$ cat config.mk
export PLATFORM = sky130hd
export DESIGN_NAME = if_write_address_generator
export DESIGN_NICKNAME = d
export VERILOG_FILES = /design/src/rtl/if_pkg.sv /design/src/rtl/if_write_address_generator_circ_ptr_add.sv /design/src/rtl/if_write_address_generator.sv
export SDC_FILE = /design/constraint.sdc
export NUM_CORES = 1
export LEC_CHECK = 0
export BUFFER_PORTS_ARGS = -buffer_cell sky130_fd_sc_hd__clkbuf_2
export CORE_MARGIN = 2
export CORE_UTILIZATION = 30
export DETAILED_ROUTE_END_ITERATION = 10
export HOLD_SLACK_MARGIN = 0.05
export PLACE_DENSITY = 0.48
export REMOVE_ABC_BUFFERS = 1
export SYNTH_ARGS = -nofsm -noshare
export SYNTH_HDL_FRONTEND = slang
export SYNTH_SLANG_ARGS = --single-unit
$ cat constraint.sdc
create_clock -name clk -period 6.3 [get_ports clk]
set_input_delay 0.315 -clock clk [delete_from_list [all_inputs] [get_ports clk]]
set_output_delay 0.315 -clock clk [all_outputs]
set_load 0.02 [all_outputs]
$ cat src/rtl/if_pkg.sv
// Shared types and constants for the IF scratchpad write-side address generator.
`default_nettype none

package if_pkg;

    typedef enum logic [0:0] {
        IDLE = 1'b0,
        RUN  = 1'b1
    } state_t;

    // Occupancy and row counts must hold the value SPAD_DEPTH itself.
    localparam int OCC_EXTRA_BITS = 1;

endpackage

`default_nettype wire

$ cat src/rtl/if_write_address_generator_circ_ptr_add.sv
// Combinational circular pointer add: (ptr + inc) mod SPAD_DEPTH, inc <= SPAD_DEPTH.
`default_nettype none

module circ_ptr_add #(
    parameter int POINTER_SIZE = 4,
    parameter int SPAD_DEPTH   = 16
) (
    input  logic [POINTER_SIZE-1:0] ptr_i,
    input  logic [POINTER_SIZE:0]   inc_i,
    output logic [POINTER_SIZE-1:0] sum_o
);

    localparam logic [POINTER_SIZE:0] DEPTH = (POINTER_SIZE + 1)'(SPAD_DEPTH);

    logic [POINTER_SIZE:0] w_sum;

    assign w_sum = {1'b0, ptr_i} + inc_i;
    assign sum_o = POINTER_SIZE'((w_sum >= DEPTH) ? (w_sum - DEPTH) : w_sum);

endmodule

`default_nettype wire

$ cat src/rtl/if_write_address_generator.sv
// Write-side address generator for the circular IF scratchpad: accepts elements,
// tracks complete rows for the reader and frees rows on release_row.
`default_nettype none

module if_write_address_generator
    import if_pkg::*;
#(
    parameter int POINTER_SIZE     = 4,
    parameter int SPAD_DEPTH       = 16,
    parameter int ROW_LEN_REG_SIZE = 8
) (
    input  logic                        clk,
    input  logic                        rst,
    input  logic                        start_i,
    input  logic [ROW_LEN_REG_SIZE-1:0] row_len_i,
    input  logic                        in_valid_i,
    output logic                        in_ready_o,
    input  logic                        release_row_i,
    output logic                        write_en_o,
    output logic [POINTER_SIZE-1:0]     write_pointer_o,
    output logic [POINTER_SIZE-1:0]     start_row_o,
    output logic [POINTER_SIZE-1:0]     end_row_o,
    output logic [POINTER_SIZE:0]       rows_available_o,
    output logic                        row_done_o
);

    localparam int OCC_WIDTH = POINTER_SIZE + OCC_EXTRA_BITS;
    localparam logic [OCC_WIDTH-1:0]        DEPTH_OCC = OCC_WIDTH'(SPAD_DEPTH);
    localparam logic [ROW_LEN_REG_SIZE:0]   LEN_MAX   = (ROW_LEN_REG_SIZE + 1)'(SPAD_DEPTH);
    localparam logic [ROW_LEN_REG_SIZE-1:0] LEN_ONE   = ROW_LEN_REG_SIZE'(1);
    localparam logic [POINTER_SIZE:0]       PTR_ONE   = (POINTER_SIZE + 1)'(1);

    state_t                      state_q, state_d;
    logic [POINTER_SIZE-1:0]     wp_q, wp_d;
    logic [ROW_LEN_REG_SIZE-1:0] col_cnt_q, col_cnt_d;
    logic [OCC_WIDTH-1:0]        occ_q, occ_d;
    logic [ROW_LEN_REG_SIZE-1:0] len_q, len_d;
    logic [POINTER_SIZE:0]       rows_q, rows_d;
    logic [POINTER_SIZE-1:0]     start_row_q, start_row_d;
    logic [POINTER_SIZE-1:0]     end_row_q, end_row_d;
    logic                        row_done_q, row_done_d;

    logic                        w_legal_start;
    logic                        w_write;
    logic                        w_last;
    logic                        w_row_cmp;
    logic                        w_release;
    logic [POINTER_SIZE:0]       w_len_ext;
    logic [POINTER_SIZE-1:0]     w_wp_next;
    logic [POINTER_SIZE-1:0]     w_start_next;

    assign w_legal_start = start_i && (row_len_i != '0) && ({1'b0, row_len_i} <= LEN_MAX);

    // Ready depends only on registered state, never on release_row.
    assign in_ready_o = (state_q == RUN) && (occ_q < DEPTH_OCC);
    assign w_write    = in_valid_i && in_ready_o;
    assign w_last     = (col_cnt_q == (len_q - LEN_ONE));
    assign w_row_cmp  = w_write && w_last;
    assign w_release  = (state_q == RUN) && release_row_i && (rows_q != '0);
    assign w_len_ext  = (POINTER_SIZE + 1)'(len_q);

    circ_ptr_add #(
        .POINTER_SIZE (POINTER_SIZE),
        .SPAD_DEPTH   (SPAD_DEPTH)
    ) u_wp_add (
        .ptr_i (wp_q),
        .inc_i (PTR_ONE),
        .sum_o (w_wp_next)
    );

    circ_ptr_add #(
        .POINTER_SIZE (POINTER_SIZE),
        .SPAD_DEPTH   (SPAD_DEPTH)
    ) u_start_add (
        .ptr_i (start_row_q),
        .inc_i (w_len_ext),
        .sum_o (w_start_next)
    );

    always_comb begin
        state_d     = state_q;
        wp_d        = wp_q;
        col_cnt_d   = col_cnt_q;
        occ_d       = occ_q;
        len_d       = len_q;
        rows_d      = rows_q;
        start_row_d = start_row_q;
        end_row_d   = end_row_q;
        row_done_d  = 1'b0;

        if (w_legal_start) begin
            // Restart discards any partial row and ignores same-cycle traffic.
            state_d     = RUN;
            len_d       = row_len_i;
            wp_d        = '0;
            col_cnt_d   = '0;
            occ_d       = '0;
            rows_d      = '0;
            start_row_d = '0;
            end_row_d   = '0;
        end else if (state_q == RUN) begin
            if (w_write) begin
                wp_d      = w_wp_next;
                col_cnt_d = w_last ? '0 : (col_cnt_q + LEN_ONE);
                if (w_last) begin
                    end_row_d = wp_q;
                end
            end
            if (w_release) begin
                start_row_d = w_start_next;
            end
            occ_d      = occ_q + OCC_WIDTH'(w_write) - (w_release ? OCC_WIDTH'(len_q) : '0);
            rows_d     = rows_q + (POINTER_SIZE + 1)'(w_row_cmp) - (POINTER_SIZE + 1)'(w_release);
            row_done_d = w_row_cmp;
        end
    end

    always_ff @(posedge clk or posedge rst) begin
        if (rst) begin
            state_q     <= IDLE;
            wp_q        <= '0;
            col_cnt_q   <= '0;
            occ_q       <= '0;
            len_q       <= '0;
            rows_q      <= '0;
            start_row_q <= '0;
            end_row_q   <= '0;
            row_done_q  <= 1'b0;
        end else begin
            state_q     <= state_d;
            wp_q        <= wp_d;
            col_cnt_q   <= col_cnt_d;
            occ_q       <= occ_d;
            len_q       <= len_d;
            rows_q      <= rows_d;
            start_row_q <= start_row_d;
            end_row_q   <= end_row_d;
            row_done_q  <= row_done_d;
        end
    end

    assign write_en_o       = w_write;
    assign write_pointer_o  = wp_q;
    assign start_row_o      = start_row_q;
    assign end_row_o        = end_row_q;
    assign rows_available_o = rows_q;
    assign row_done_o       = row_done_q;

endmodule

`default_nettype wire
==> results.toml <==
[clock_network]
ctsHoldBuffers = 0
cts_root_buffer = "clkbuf_8"
cts_made_buffers = 5
htreeDepth = 2
clockBufferDepth = 2
clock-sinks = 40
cts.clk_slew.worst_paths_ns = 0.09
clock_latency_ns = 0.30
post_cts_buffers = 0
cts_tree = "built"
cts-resized-gates = 0

[synthesis]
synth_compound_area_share_pct = 10.0
synthDistinctLibCells = 51
synth-edff-count = 0
synth_top_family_by_area = "simple AND/OR/NAND/NOR gates"
synth_ff_type = "dfrtp_1"
synth_top_area_cell = "dfrtp_1"
yosys-top-cells-area = "dfrtp_1, ha_1, xnor2_1"
synthDominantCellAreaShare_pct = 38.6
async_flop_share_pct = 100
synth-adder-area-share_pct = 12.0
synth_seq_cells = 40
yosysWarningCount = 0
syn_avg_cell_area_um2 = 10.1
syn_inst = 257
synth.area.mux_share_pct = 3.14
syn_area_um2 = 2590
yosys.area_share.simple_pct = 19.5
synth_xor_area_share_pct = 10.4
synth_seq_area_share_pct = 38.6

[final_layout]
diodes = 0
drive_above_1_share_pct = 21.2
nNetsFinal = 323
final_util_pct = 35.5
area_growth_pct = 13.8
fillCellCount = 837

[worst_setup_path]
max_stage_delay_ns = 0.47
end_kind = "flop"
rrSetupSlack_ns = 2.37
start_kind = "flop"
slowest_stage = "dfrtp_1"
r2r-start = "len_q[0]$_DFFE_PP0P_"
worst-path-buf-inv = 3
path_max_fanout = 11
cp.arrival_ns = 4.07
worstReg2RegEnd = "rows_available_o[4]$_DFFE_PP0P_"
cp_top_family = "adder cells"
reg2reg_depth = 17
crit_path_cell_trace = "inv_1, ha_1, xnor3_4, a32oi_1, nor4_2, nand4b_2, ha_1, inv_1, ha_1, inv_1, fa_1, nand2b_1, a21oi_1, nor3_1, o21ai_0, xor2_1, nor2_1"
crit_type = "reg2reg"
cp_data_required_time_ns = 6.44

[floorplan]
pin_count = 33
chipWidth_um = 96.9
core-area_um2 = 8300
num_rows = 33
die_height_um = 96.9
start_util_pct = 31.2
dieArea_um2 = 9400

[sta]
rsz0062_at_grt = "no"
timing.setup.tns_ns = 0
worst_hold_slack_ns = 0.125
fin_crit_sh_pct = 62.4
worst_slew_pin_slew_ns = 1.13
final_max_slew_viol_count = 0
finalClockSkew_ns = 0.00605
fmax_ghz = 0.254
fin_crit_ns = 3.93
setup_viol = 0
slew_headroom_pct = 24.9
final.setup.worst_slack_ns = 2.37
finalHoldViolCount = 0

[route]
drc = 0
first_iter_violations = 71
ant_nets = 0
via_per_inst = 4.71
num_vias = 1850
drt-wirelength-per-cell_um = 13.6
wl_um = 5360
dr.pass1.iters = 4

[power_and_ir_drop]
power_density_nw_per_um2 = 481
ir_drop_uv = 209
p_leak_nw = 1.44

[placed_design]
place.gp.congestion = 0.761
io_buffers = 32
dp_hpwl_um = 3740
pre_cts_slack_ns = 2.39

[global_route]
globalRoute.totalOverflow = 0
antenna_found_initial = 0
grt_start_max_net_pins = 41
grt_pass1_vias = 1891
grt_usage_pct = 11.8
grt_pass1_wl_um = 9220

[run_status]
status = "finished, final reports clean"

[min_path]
hold_class = "in2async"

[flow_run]
drv_cap = 0
==> how the worst max path moves through the flow <==
| stage | start | end | slack [ns] | cells past startpoint |
|---|---|---|---|---|
| CTS | len_q[1]$_DFFE_PP0P_ | rows_available_o[4]$_DFFE_PP0P_ | 2.36 | 17 |
| finish | len_q[0]$_DFFE_PP0P_ | rows_available_o[4]$_DFFE_PP0P_ | 2.37 | 17 |
| global route | len_q[0]$_DFFE_PP0P_ | rows_available_o[4]$_DFFE_PP0P_ | 1.98 | 17 |
| detailed placement | len_q[1]$_DFFE_PP0P_ | rows_available_o[4]$_DFFE_PP0P_ | 2.39 | 17 |
| floorplan | state_q$_DFFE_PP0P_ | rows_available_o[4]$_DFFE_PP0P_ | 2.66 | 15 |
| global placement | len_q[0]$_DFFE_PP0P_ | rows_available_o[4]$_DFFE_PP0P_ | 2.50 | 17 |
==> state kept, by name, indices dropped and copies added (netlist names) <==
| register | flops |
|---|---|
| end_row_o | 4 |
| state_q | 1 |
| start_row_o | 4 |
| row_done_o | 1 |
| write_pointer_o | 4 |
| rows_available_o | 5 |
| occ_q | 5 |
| col_cnt_q | 8 |
| len_q | 8 |
==> kinds of logic (layout without fill, tap and decap cells) <==
| family | after synthesis | after routing |
|---|---|---|
| and+or+nand+nor | 97 | 97 |
| buffers and inverters | 27 | 58 |
| DFF | 40 | 40 |
| AOI/OAI and AO/OA | 34 | 34 |
| adders and majority gates | 23 | 23 |
| muxes | 8 | 8 |
| xor gates and xnor gates | 28 | 28 |
==> cell usage after synthesis, types with 3 or more instances <==
cell	n
mux2i_1	7
dfrtp_1	40
nand3_2	4
ha_1	20
fa_1	3
nor3_1	5
xnor2_1	13
nand4_1	5
inv_1	16
a211oi_1	3
a21oi_1	10
o21ai_2	4
nor2_1	30
buf_2	3
o21ai_0	3
and2_1	3
nand2b_1	3
nand2_1	29
xor2_1	13
a21o_1	4
and3_1	3
==> report_power, final <==
group	leakage [nW]	switching, mW	internal [mW]
Combinational	0.851	0.357	0.316
Clock	0.0784	0.0975	0.198
Sequential	0.508	0.105	0.345
==> cell type report <==
class	instances	area [um2]	share of cell area (%)
multi-input combinational	190	1430	48.3
sequential	40	1000	34.0
timing repair buffer	33	168	5.69
tap	105	131	4.46
clock inverter	3	90.1	3.06
clock buffer	5	68.8	2.33
inverter	17	63.8	2.16
==> through the flow <==
step	std cells	area (um2)	total power [mW]
5_1_grt	393	2950	1.54
2_1_floorplan	247	2490	0.965
6_report	393	2950	1.42
3_3_place_gp	385	2790	1.13
4_1_cts	393	2950	1.44
3_5_place_dp	385	2790	1.13
==> tightest hold or removal path, cell delays in order <==
cell	delay (ns)
clkbuf_2	0.08
inv_1	0.04
buf_4	0.45
==> per-layer routing <==
| layer | GRT usage, % | wire length [um] |
|---|---|---|
| met2 | 18.0 | 2290 |
| met5 | 0 | 0 |
| met4 | 3.58 | 50 |
| met1 | 16.5 | 2750 |
| met3 | 2.96 | 271 |
==> cells in the final DEF (no fill, tap or decap), types with 2 or more instances in the layout <==
cell type	count
nor4b_1	2
nand2b_1	3
a21oi_1	10
clkbuf_2	32
inv_1	16
ha_1	20
nor3_1	5
a21o_1	4
nand4_1	5
xnor2_1	13
o21ai_0	3
and2_1	3
dfrtp_1	40
nor4_2	2
nand2_1	29
clkbuf_8	5
bufinv_16	3
a211oi_1	3
o21ai_2	4
xor2_1	13
nand3_2	4
nor2b_1	2
and3_1	3
mux2i_1	7
nor2_1	30
a32o_1	2
fa_1	3
Note: power is estimated with default switching activity, not from simulation.
